<file path="src/rtl/alu_shift_sequencer.sv">
// Iterative SLL/SRL/SRA unit for an ALU without a barrel shifter.
// Shifts STEP bits per cycle, stalls the front end, and pulses done with a registered result.
module alu_shift_sequencer #(
    parameter int WIDTH = 32,
    parameter int STEP  = 1,
    parameter int SW    = 5
) (
    input  logic             clk,
    input  logic             rst,
    input  logic             start,
    input  logic [1:0]       op,
    input  logic [WIDTH-1:0] a,
    input  logic [SW-1:0]    shamt,
    input  logic             flush,
    output logic             stall,
    output logic             busy,
    output logic             done,
    output logic [WIDTH-1:0] result
);

    localparam logic [1:0] ST_IDLE  = 2'b00;
    localparam logic [1:0] ST_SHIFT = 2'b01;
    localparam logic [1:0] ST_DONE  = 2'b10;

    localparam logic [1:0] OP_SLL = 2'b00;
    localparam logic [1:0] OP_SRL = 2'b01;
    localparam logic [1:0] OP_SRA = 2'b10;

    localparam logic [SW:0] STEP_AMT = (SW+1)'(STEP);

    logic [1:0]       state_reg, state_next;
    logic [WIDTH-1:0] result_reg, result_next;
    logic [1:0]       op_reg, op_next;
    logic [SW:0]      rem_reg, rem_next;
    logic             sign_reg, sign_next;

    logic [SW:0]      shift_amt;
    logic [SW:0]      rem_left;
    logic [WIDTH-1:0] fill_mask;
    logic [WIDTH-1:0] shifted;

    // The last step may be partial when rem is not a multiple of STEP.
    assign shift_amt = (rem_reg < STEP_AMT) ? rem_reg : STEP_AMT;
    assign rem_left  = rem_reg - shift_amt;

    // Bit gi is vacated by a right shift of shift_amt when gi + shift_amt >= WIDTH.
    generate
        for (genvar gi = 0; gi < WIDTH; gi++) begin : g_fill
            assign fill_mask[gi] = ({1'b0, shift_amt} + (SW+2)'(gi)) >= (SW+2)'(WIDTH);
        end
    endgenerate

    always_comb begin
        shifted = result_reg;
        case (op_reg)
            OP_SLL:  shifted = result_reg << shift_amt;
            OP_SRL:  shifted = result_reg >> shift_amt;
            OP_SRA:  shifted = (result_reg >> shift_amt) | (sign_reg ? fill_mask : '0);
            default: shifted = result_reg;
        endcase
    end

    always_comb begin
        state_next  = state_reg;
        result_next = result_reg;
        op_next     = op_reg;
        rem_next    = rem_reg;
        sign_next   = sign_reg;
        case (state_reg)
            ST_IDLE: begin
                if (start && !flush) begin
                    result_next = a;
                    op_next     = op;
                    rem_next    = {1'b0, shamt};
                    sign_next   = a[WIDTH-1];
                    state_next  = (shamt == '0 || op == 2'b11) ? ST_DONE : ST_SHIFT;
                end
            end
            ST_SHIFT: begin
                if (flush) begin
                    state_next = ST_IDLE;
                end else begin
                    result_next = shifted;
                    rem_next    = rem_left;
                    if (rem_left == '0) begin
                        state_next = ST_DONE;
                    end
                end
            end
            ST_DONE: state_next = ST_IDLE;
            default: state_next = ST_IDLE;
        endcase
    end

    always_ff @(posedge clk or posedge rst) begin
        if (rst) begin
            state_reg  <= ST_IDLE;
            result_reg <= '0;
            op_reg     <= OP_SLL;
            rem_reg    <= '0;
            sign_reg   <= 1'b0;
        end else begin
            state_reg  <= state_next;
            result_reg <= result_next;
            op_reg     <= op_next;
            rem_reg    <= rem_next;
            sign_reg   <= sign_next;
        end
    end

    // Low in DONE so the pipeline advances and captures result; low during flush and reset.
    assign stall  = !rst && !flush &&
                    (((state_reg == ST_IDLE) && start) || (state_reg == ST_SHIFT));
    assign busy   = (state_reg != ST_IDLE);
    assign done   = (state_reg == ST_DONE);
    assign result = result_reg;

endmodule

</file>
<file path="config.mk">
export PLATFORM = sky130hd
export DESIGN_NAME = alu_shift_sequencer
export DESIGN_NICKNAME = d
export VERILOG_FILES = /design/src/rtl/alu_shift_sequencer.sv
export SDC_FILE = /design/constraint.sdc
export NUM_CORES = 1
export LEC_CHECK = 0
export CAP_MARGIN = 10
export CORE_AREA = 2 2 57 81
export CTS_CLUSTER_DIAMETER = 40
export DETAILED_ROUTE_END_ITERATION = 6
export DIE_AREA = 0 0 59 83
export DONT_BUFFER_PORTS = 1
export GPL_TIMING_DRIVEN = 0
export HOLD_SLACK_MARGIN = 0.06
export PLACE_DENSITY_LB_ADDON = 0.2
export RECOVER_POWER = 50
export SLEW_MARGIN = 20
export SYNTH_ARGS = -nofsm -noshare
export SYNTH_HDL_FRONTEND = slang
export SYNTH_SLANG_ARGS = --single-unit
</file>
<file path="constraint.sdc">
create_clock -name clk -period 6.13 [get_ports clk]
set_input_delay 0.613 -clock clk [delete_from_list [all_inputs] [get_ports clk]]
set_output_delay 0.613 -clock clk [all_outputs]
set_load 0.02 [all_outputs]
</file>
==> impl_metrics.ini, run 1 <==
[cts]
postCtsSetupBuffers = 0
clk_pin_slew_worst_paths_ps = 80
clock_sinks = 43
cts_tree = yes
clock-root-buffer = clkbuf_8
cts_resized = 0
cts_buffers = 5
hold_buffers = 0
clock_latency_ps = 290
htreeDepth = 2
clockBufferDepth = 2

[yosys]
ys_async_sr_fraction_pct = 100.0
synthFlopType = dfrtp_1
syn_avg_cell_area_um2 = 8.696
synth_common_cells = nor2_1, dfrtp_1, a21oi_1
synth_area_um2 = 2618
syn-num-nets = 348
yosysSeqAreaShare_pct = 41.11
synthTopCellsByArea = dfrtp_1, o22ai_2, nor2_1, a21oi_1, o22ai_1
synth_top_area_cell = dfrtp_1
yosysMostFrequentCell = nor2_1
netlist_instances = 301
yosysWarnings = 0
synth_top_area_share_pct = 41.11
synth-edff-count = 0
synth_cell_type_count = 34
ys_ff_latch = 43

[drt]
vias_per_cell = 6.524
wl_mm = 6.497
wl_per_cell_um = 18.30
first_iter_violations = 182
drc_errors = 0
drtPass1Iterations = 4
antenna_left = 0
vias = 2316

[layout]
filler_cell_count = 372
antenna_cells = 0
largest_reg_flops = 32
layout.area.seq_um2 = 1076
multi_input_comb_area_um2 = 1401
area_delta_synth_final_pct = 6.118
nNetsFinal = 356
fin_cells = 355
drive_above_1_share_pct = 16.13

[worst_setup_path]
endpoint_kind = flip-flop
cp_common_cell = o31ai_1
crit_fanout = 7
worstPathArrival_ps = 2630
crit_path_cell_trace = inv_1 > ha_1 > nor3_1 > a2111oi_2 > o31ai_1 > o31ai_1
slowest_stage = a2111oi_2
slowest_delay_ps = 870
path_class = reg -> reg
cp_top_family = compound AO/OA/AOI/OAI gates
cp_num_buf_inv = 1
crit_required_ps = 6330
crit_path_start_kind = flip-flop

[timing]
hold_violations = 0
fin_skew_ps = 5.620
worst_pin_slew_ps = 1837
finalWorstSetupSlack_ps = 3703
whs_ps = 172.8
timing.fmax_ghz = 0.4120
slew_headroom_pct = -22.50
period_needed_ps = 2427
setup_viol = 0
rsz0062_at_grt = false
tns_ps = 0
fin_crit_sh_pct = 39.60
maxSlewViolCount = 35

[outcome]
status = finished with violations
violations = max-capacitance violations, max-slew violations

[job]
cap_violations = 1

[floorplanning]
core_um2 = 4134
dieWidth_um = 59
rows = 28
dieArea_um2 = 4897
fp.dieH_um = 83
ios = 78
start_util_pct = 63.32

[pwr]
power-per-cell-area_nw_per_um2 = 616.7
vdd_drop_max_mv = 0.3362
p_total_mw = 1.713
p_leak_nw = 1.126

[global_routing]
grt_use_total_pct = 27.92
antenna_found_initial = 0
grt_start_max_net_pins = 35
grt_pass1_vias = 2402
grt_overflow = 0
grt_pass1_wl_mm = 10.80

[placement]
dp_hpwl_mm = 4.706
dp_cells = 347
place.gp.congestion = 0.9201
io_buffers = 0
pre_cts_slack_ps = 3763

[hold_path]
hold_path_class = in -> async
-- stage by stage --
step,cell area [um^2],util (%)
2_1_floorplan,2618,-
6_report,2778,67.19
5_1_grt,2778,67.19
3_3_place_gp,2674,64.68
4_1_cts,2794,67.58
3_5_place_dp,2694,65.16
-- layer usage --
layer	share of wire, %	GRT usage, %	vias up
li1	-	-	1121
met1	39	32.99	1096
met2	53	49.49	90
met3	6.2	5.452	9
met4	1.2	8.264	0
met5	0	0	-
-- report_power, final --
group / switching [mW] / internal [mW]
sequential: 0.279 / 0.409
clock: 0.0960 / 0.103
combinational: 0.470 / 0.355
total: 0.846 / 0.867
-- cells by family (layout without fill, tap and decap cells) --
family,Yosys count,in the layout,share of synthesized area [%]
flops,43,43,41.11
compound gates,121,121,32.50
fa+ha+maj,4,4,1.912
simple gates,94,94,15.25
buf+inv,30,39,5.354
mux,9,9,3.872
-- area by class of cell --
| class | instances | share of cell area (%) |
|---|---|---|
| multi-input combinational | 228 | 50.45 |
| sequential | 43 | 38.74 |
| buffer | 24 | 4.234 |
| clock buffer | 8 | 3.604 |
| tap | 45 | 2.027 |
| inverter | 6 | 0.8108 |
| timing repair buffer | 1 | 0.1351 |
-- layout by cell type, fill, tap and decap left out, types with 3 or more instances in the layout --
cell type,n
o22ai_2,20
ha_1,4
nor2b_1,3
buf_2,10
o22ai_1,24
o21a_1,4
nand2_1,15
a31oi_1,7
a21oi_1,32
dfrtp_1,43
clkbuf_8,7
nor3_1,3
nand3_1,3
nor2_1,59
o21ai_0,21
inv_1,6
o31ai_1,4
clkbuf_1,14
mux2_2,9
-- final timing paths --
kind	from	end	cells after the start	slack, ps
max in group asynchronous	rst	result[27]	2	3920
setup reg to reg	op_reg[0]	result[30]	6	3700
min in group clk	flush	state_reg[1]	1	390
hold reg to reg	sign_reg	sign_reg	1	520
hold / removal	rst	result[1]	1	170
setup / recovery	op_reg[0]	result[30]	6	3700
No activity file was read; power rests on OpenSTA's default activity.
==> run 2: changes to the inputs <==
- CORE_AREA: 2 2 57 81 -> 2 2 58 82
- DIE_AREA: 0 0 59 83 -> 0 0 60 84
- clock period: 6.13 -> 2.4 ns (I/O delays scaled with it)
==> run 2 against run 1 <==
Net effect: critical path type unchanged; the run ends with negative setup slack left; clock skew fell by 0.88 ps; largest power group unchanged; utilization shrank 2.4 points; first-iteration DRC count is 37% lower; via count increased by 0.65%; final area increased by 2.4%; largest cell class unchanged; sequential cell count is the same.
==> impl_metrics.ini, run 2 (synthesized netlist as in run 1, its figures left out) <==
[floorplanning]
fp.dieH_um = 84
start_util_pct = 59.62
ios = 78
dieWidth_um = 60
core_um2 = 4390
dieArea_um2 = 5040
rows = 29

[placement]
pre_cts_slack_ps = 19.67
dp_hpwl_mm = 4.791
place.gp.congestion = 0.8880
placed_area_um2 = 2715
io_buffers = 0

[timing]
tns_ps = -12.49
fin_skew_ps = 4.738
period_needed_ps = 2412
rsz0062_at_grt = true
hold_violations = 0
timing.fmax_ghz = 0.4145
fin_crit_sh_pct = 100.5
maxSlewViolCount = 0
worst_pin_slew_ps = 850.5
finalWorstSetupSlack_ps = -12.49
slew_headroom_pct = 43.19
setup_viol = 1

[pwr]
combPwrFrac_pct = 47.4
p_sw_mw = 2.163
p_leak_nw = 1.153
swShare_pct = 48.40
p_total_mw = 4.470
vdd_drop_max_mv = 0.8883
pwr-share-clk_pct = 13.2
p_int_mw = 2.306
seqPwrFrac_pct = 39.4
power-per-cell-area_nw_per_um2 = 1571

[drt]
drtPass1Iterations = 5
wl_per_cell_um = 17.68
vias = 2331
wl_mm = 6.594
antenna_left = 0
vias_per_cell = 6.249
drc_errors = 0
first_iter_violations = 115

[global_routing]
grt_use_total_pct = 28.37
antenna_found_initial = 0
grt_overflow = 0
grt_pass1_vias = 2394
grt_pass1_wl_mm = 11.06
grt_start_max_net_pins = 28

[worst_setup_path]
worstPathArrival_ps = 2620
rrSetupSlack_ps = -10
crit_path_start_kind = flip-flop
crit_required_ps = 2610
crit_fanout = 7
path_class = reg -> reg
endpoint_kind = flip-flop

[cts]
htreeDepth = 2
cts_tree = yes
clockBufferDepth = 2
clock-root-buffer = clkbuf_8
clock_sinks = 43
clk_pin_slew_worst_paths_ps = 80
clock_latency_ps = 300
cts_buffers = 5

[layout]
final_cell_mix = nor2_1, dfrtp_1, a21oi_1, o22ai_1, o21ai_0
area_delta_synth_final_pct = 8.700
stdcell_area_um2 = 2845
antenna_cells = 0
drive_above_1_share_pct = 17.68
largest_reg_flops = 32
final_common_cell = nor2_1
nNetsFinal = 357

[job]
cap_violations = 0

[hold_path]
hold_path_class = in -> reg

[outcome]
violations = negative setup slack
status = finished with violations
## run 2: cell types whose count changed in the layout (fill, tap and decap cells not counted)
cell,before,now
nor4_2,0,1
buf_4,0,1
buf_2,10,9
clkbuf_1,14,9
clkbuf_2,0,3
clkinv_2,0,1
nor4_1,2,1
dlygate4sd3_1,0,2
clkbuf_8,7,6
bufinv_16,0,1
## run 2: timing repair
action / in CTS / in global routing
setup buffers: 0 / 0
endpoints found under the hold margin: 17 / 0
hold buffers: 2 / 0
gates resized for setup: 1 / 5
endpoints found under the setup margin: 1 / 25
gates cloned: 0 / 0
pin swaps: 0 / 0
## run 2: worst max-delay path: stages (launching register included)
cell and delay [ps]:
dfrtp_1 410, inv_1 90, ha_1 240, nor3_1 130, a2111oi_2 820, o31ai_1 310, o31ai_1 310
## run 2: through the flow
stage / utilization (%) / cells / hold slack, ps
2_1_floorplan: - / 301 / 313.4
3_3_place_gp: 61.39 / 363 / 315.9
3_5_place_dp: 61.84 / 364 / 133.9
4_1_cts: 65.00 / 374 / 77.81
5_1_grt: 64.80 / 373 / 81.27
6_report: 64.80 / 373 / 79.03
## run 2: power by group through the flow
stage	clock, mW	combinational [mW]	sequential, mW
final	0.592	2.12	1.76
after global routing	0.620	2.39	1.81
after CTS	0.595	2.10	1.76
after detailed placement	0	2.07	1.77
after global placement	0	2.03	1.77
after floorplan	0	1.73	1.66
## run 2: final cells by class
| cell class | instances | area (um^2) |
|---|---|---|
| plain buffers | 23 | 118.9 |
| clock buffers | 6 | 82.58 |
| clock inverters | 2 | 35.03 |
| fillers | 392 | 1545 |
| inverters | 6 | 22.52 |
| multi-input cells | 228 | 1408 |
| flip-flops and latches | 43 | 1076 |
| well taps | 62 | 77.57 |
| repair buffers | 3 | 25.02 |
## run 2: routing by layer
| metal | GRT usage [%] | share of wire, % | vias to the layer above |
|---|---|---|---|
| li1 | - | - | 1115 |
| met1 | 34.48 | 38 | 1108 |
| met2 | 46.54 | 53 | 93 |
| met3 | 5.891 | 6.2 | 15 |
| met4 | 13.13 | 2.4 | 0 |
| met5 | 0 | 0 | - |
## run 2: path summary, 6_finish.rpt
| kind | from | endpoint | depth (start not counted) |
|---|---|---|---|
| worst min-delay path | a[2] | result[2] | 2 |
| worst max-delay path | op_reg[0] | result[30] | 6 |
| worst max register to register | op_reg[0] | result[30] | 6 |
| min in group asynchronous | rst | rem_reg[2] | 2 |
| max in group asynchronous | rst | result[20] | 3 |
| worst min register to register | rem_reg[5] | rem_reg[5] | 1 |
==> run 3: changes to the inputs <==
- CORE_AREA: 2 2 58 82 -> 2 2 66 93
- DIE_AREA: 0 0 60 84 -> 0 0 68 95
- DONT_BUFFER_PORTS: 1 -> unset
==> run 3 against run 2 <==
Net effect: the flow now finishes without violations; largest power group unchanged; maximum frequency is 3.8% higher; final area is 26% higher; sequential power is 20% lower; non-clock buffer count is 76 higher; final cell count is 23% higher; routed wire length is 5.6% higher; clock skew is 0.82 ps higher; worst hold slack better by 400 ps; utilization is 1.8 points lower; die area is 28% higher; total power is 8.9% higher; sequential cell count stayed put.
==> impl_metrics.ini, run 3 (synthesized netlist as in run 1, its figures left out) <==
[outcome]
status = complete, no violations

[timing]
whs_ps = 476.9
rsz0062_at_grt = false
slew_headroom_pct = 52.30
maxSlewViolCount = 0
fin_skew_ps = 5.561
period_needed_ps = 2325
setup_viol = 0
timing.fmax_ghz = 0.4301
worst_pin_slew_ps = 715.6
fin_crit_sh_pct = 96.89
hold_violations = 0

[layout]
largest_reg_flops = 32
antenna_cells = 0
drive_above_1_share_pct = 14.21
area_delta_synth_final_pct = 37.24
final_cell_mix = clkdlybuf4s50_1, nor2_1, dfrtp_1, a21oi_1, o22ai_1
nNetsFinal = 433
final_common_cell = clkdlybuf4s50_1
fin_cells = 457

[floorplanning]
fp.dieH_um = 95
start_util_pct = 45.94
dieWidth_um = 68
ios = 78
rows = 33
dieArea_um2 = 6460
core_um2 = 5698

[pwr]
combPwrFrac_pct = 61.9
p_sw_mw = 2.234
pwr-share-clk_pct = 9.3
p_leak_nw = 1.424
p_int_mw = 2.633
swShare_pct = 45.90
seqPwrFrac_pct = 28.9
power-per-cell-area_nw_per_um2 = 1355
vdd_drop_max_mv = 0.7422

[worst_setup_path]
crit_fanout = 8
crit_path_start_kind = input port
endpoint_kind = output port
worstPathArrival_ps = 2090
path_class = in -> out
crit_required_ps = 2160

[cts]
htreeDepth = 2
clock_sinks = 43
clk_pin_slew_worst_paths_ps = 80
clockBufferDepth = 2
cts_buffers = 5
clock-root-buffer = clkbuf_8
clock_latency_ps = 290
cts_tree = yes
hold_buffers = 0

[global_routing]
antenna_found_initial = 0
grt_use_total_pct = 22.62
grt_overflow = 0
grt_pass1_wl_mm = 11.29
grt_start_max_net_pins = 29
grt_pass1_vias = 2481

[drt]
vias = 2601
first_iter_violations = 154
wl_mm = 6.963
wl_per_cell_um = 15.24
drc_errors = 0
antenna_left = 0
drtPass1Iterations = 4
vias_per_cell = 5.691

[placement]
dp_hpwl_mm = 5.202
io_buffers = 77
place.gp.congestion = 0.8329
dp_cells = 449

[hold_path]
hold_path_class = in -> async

[job]
cap_violations = 0
run 3: power by group through the flow:
| stage | clock network, mW | registers (mW) | logic [mW] |
|---|---|---|---|
| after detailed placement | 0 | 1.41 | 3.02 |
| after global routing | 0.499 | 1.46 | 3.27 |
| final | 0.451 | 1.40 | 3.01 |
| after CTS | 0.465 | 1.40 | 3.05 |
| after global placement | 0 | 1.41 | 2.97 |
| after floorplan | 0 | 1.66 | 1.73 |
run 3: worst paths after layout:
check,startpoint,to,slack (ps),cells past startpoint
setup / recovery,flush,stall,70,5
setup reg to reg,op_reg[1],result[16],160,8
min in group clk,a[2],result[2],510,3
hold reg to reg,rem_reg[5],rem_reg[5],530,1
hold / removal,rst,result[0],480,2
max in group asynchronous,rst,state_reg[0],780,3
run 3: metal layers:
metal  share of wire (%)  wire length [um]  global-route usage (%)  vias to the layer above
li1                    -                 -                       -                     1272
met1                  40              2787                   27.35                     1246
met2                  53              3711                   39.48                       72
met3                 5.2               360                   4.529                       11
met4                 1.5               104                   7.000                        0
met5                   0                 0                       0                        -
run 3: per-stage QoR:
step	setup WS, ps	total power, mW	area [um^2]	setup TNS (ps)	utilization (%)
after floorplan	454.9	3.393	2618	0	-
after detailed placement	-77.41	4.430	3496	-1043	61.35
final	74.73	4.867	3592	0	63.04
after global placement	-86.17	4.381	3476	-1229	61.00
after global routing	6.740	5.226	3592	0	63.04
after CTS	22.24	4.913	3590	0	63.00
run 3: layout make-up:
cell class	count	area, um^2
plain buffers	24	122.6
clock buffers	7	76.32
clock inverters	1	5.005
fillers	522	2106
inverters	6	22.52
multi-input cells	228	1425
flip-flops and latches	43	1077
well taps	70	87.58
repair buffers	78	775.7
run 3: repair_timing:
item,4_1_cts,5_1_grt
endpoints found under the setup margin,1,25
setup buffers,0,0
resized for setup,1,9
run 3: worst max-delay path: stages:
cell,delay [ps]
clkdlybuf4s50_1,560
or3_1,400
buf_2,180
nor2_1,100
clkdlybuf4s50_1,610
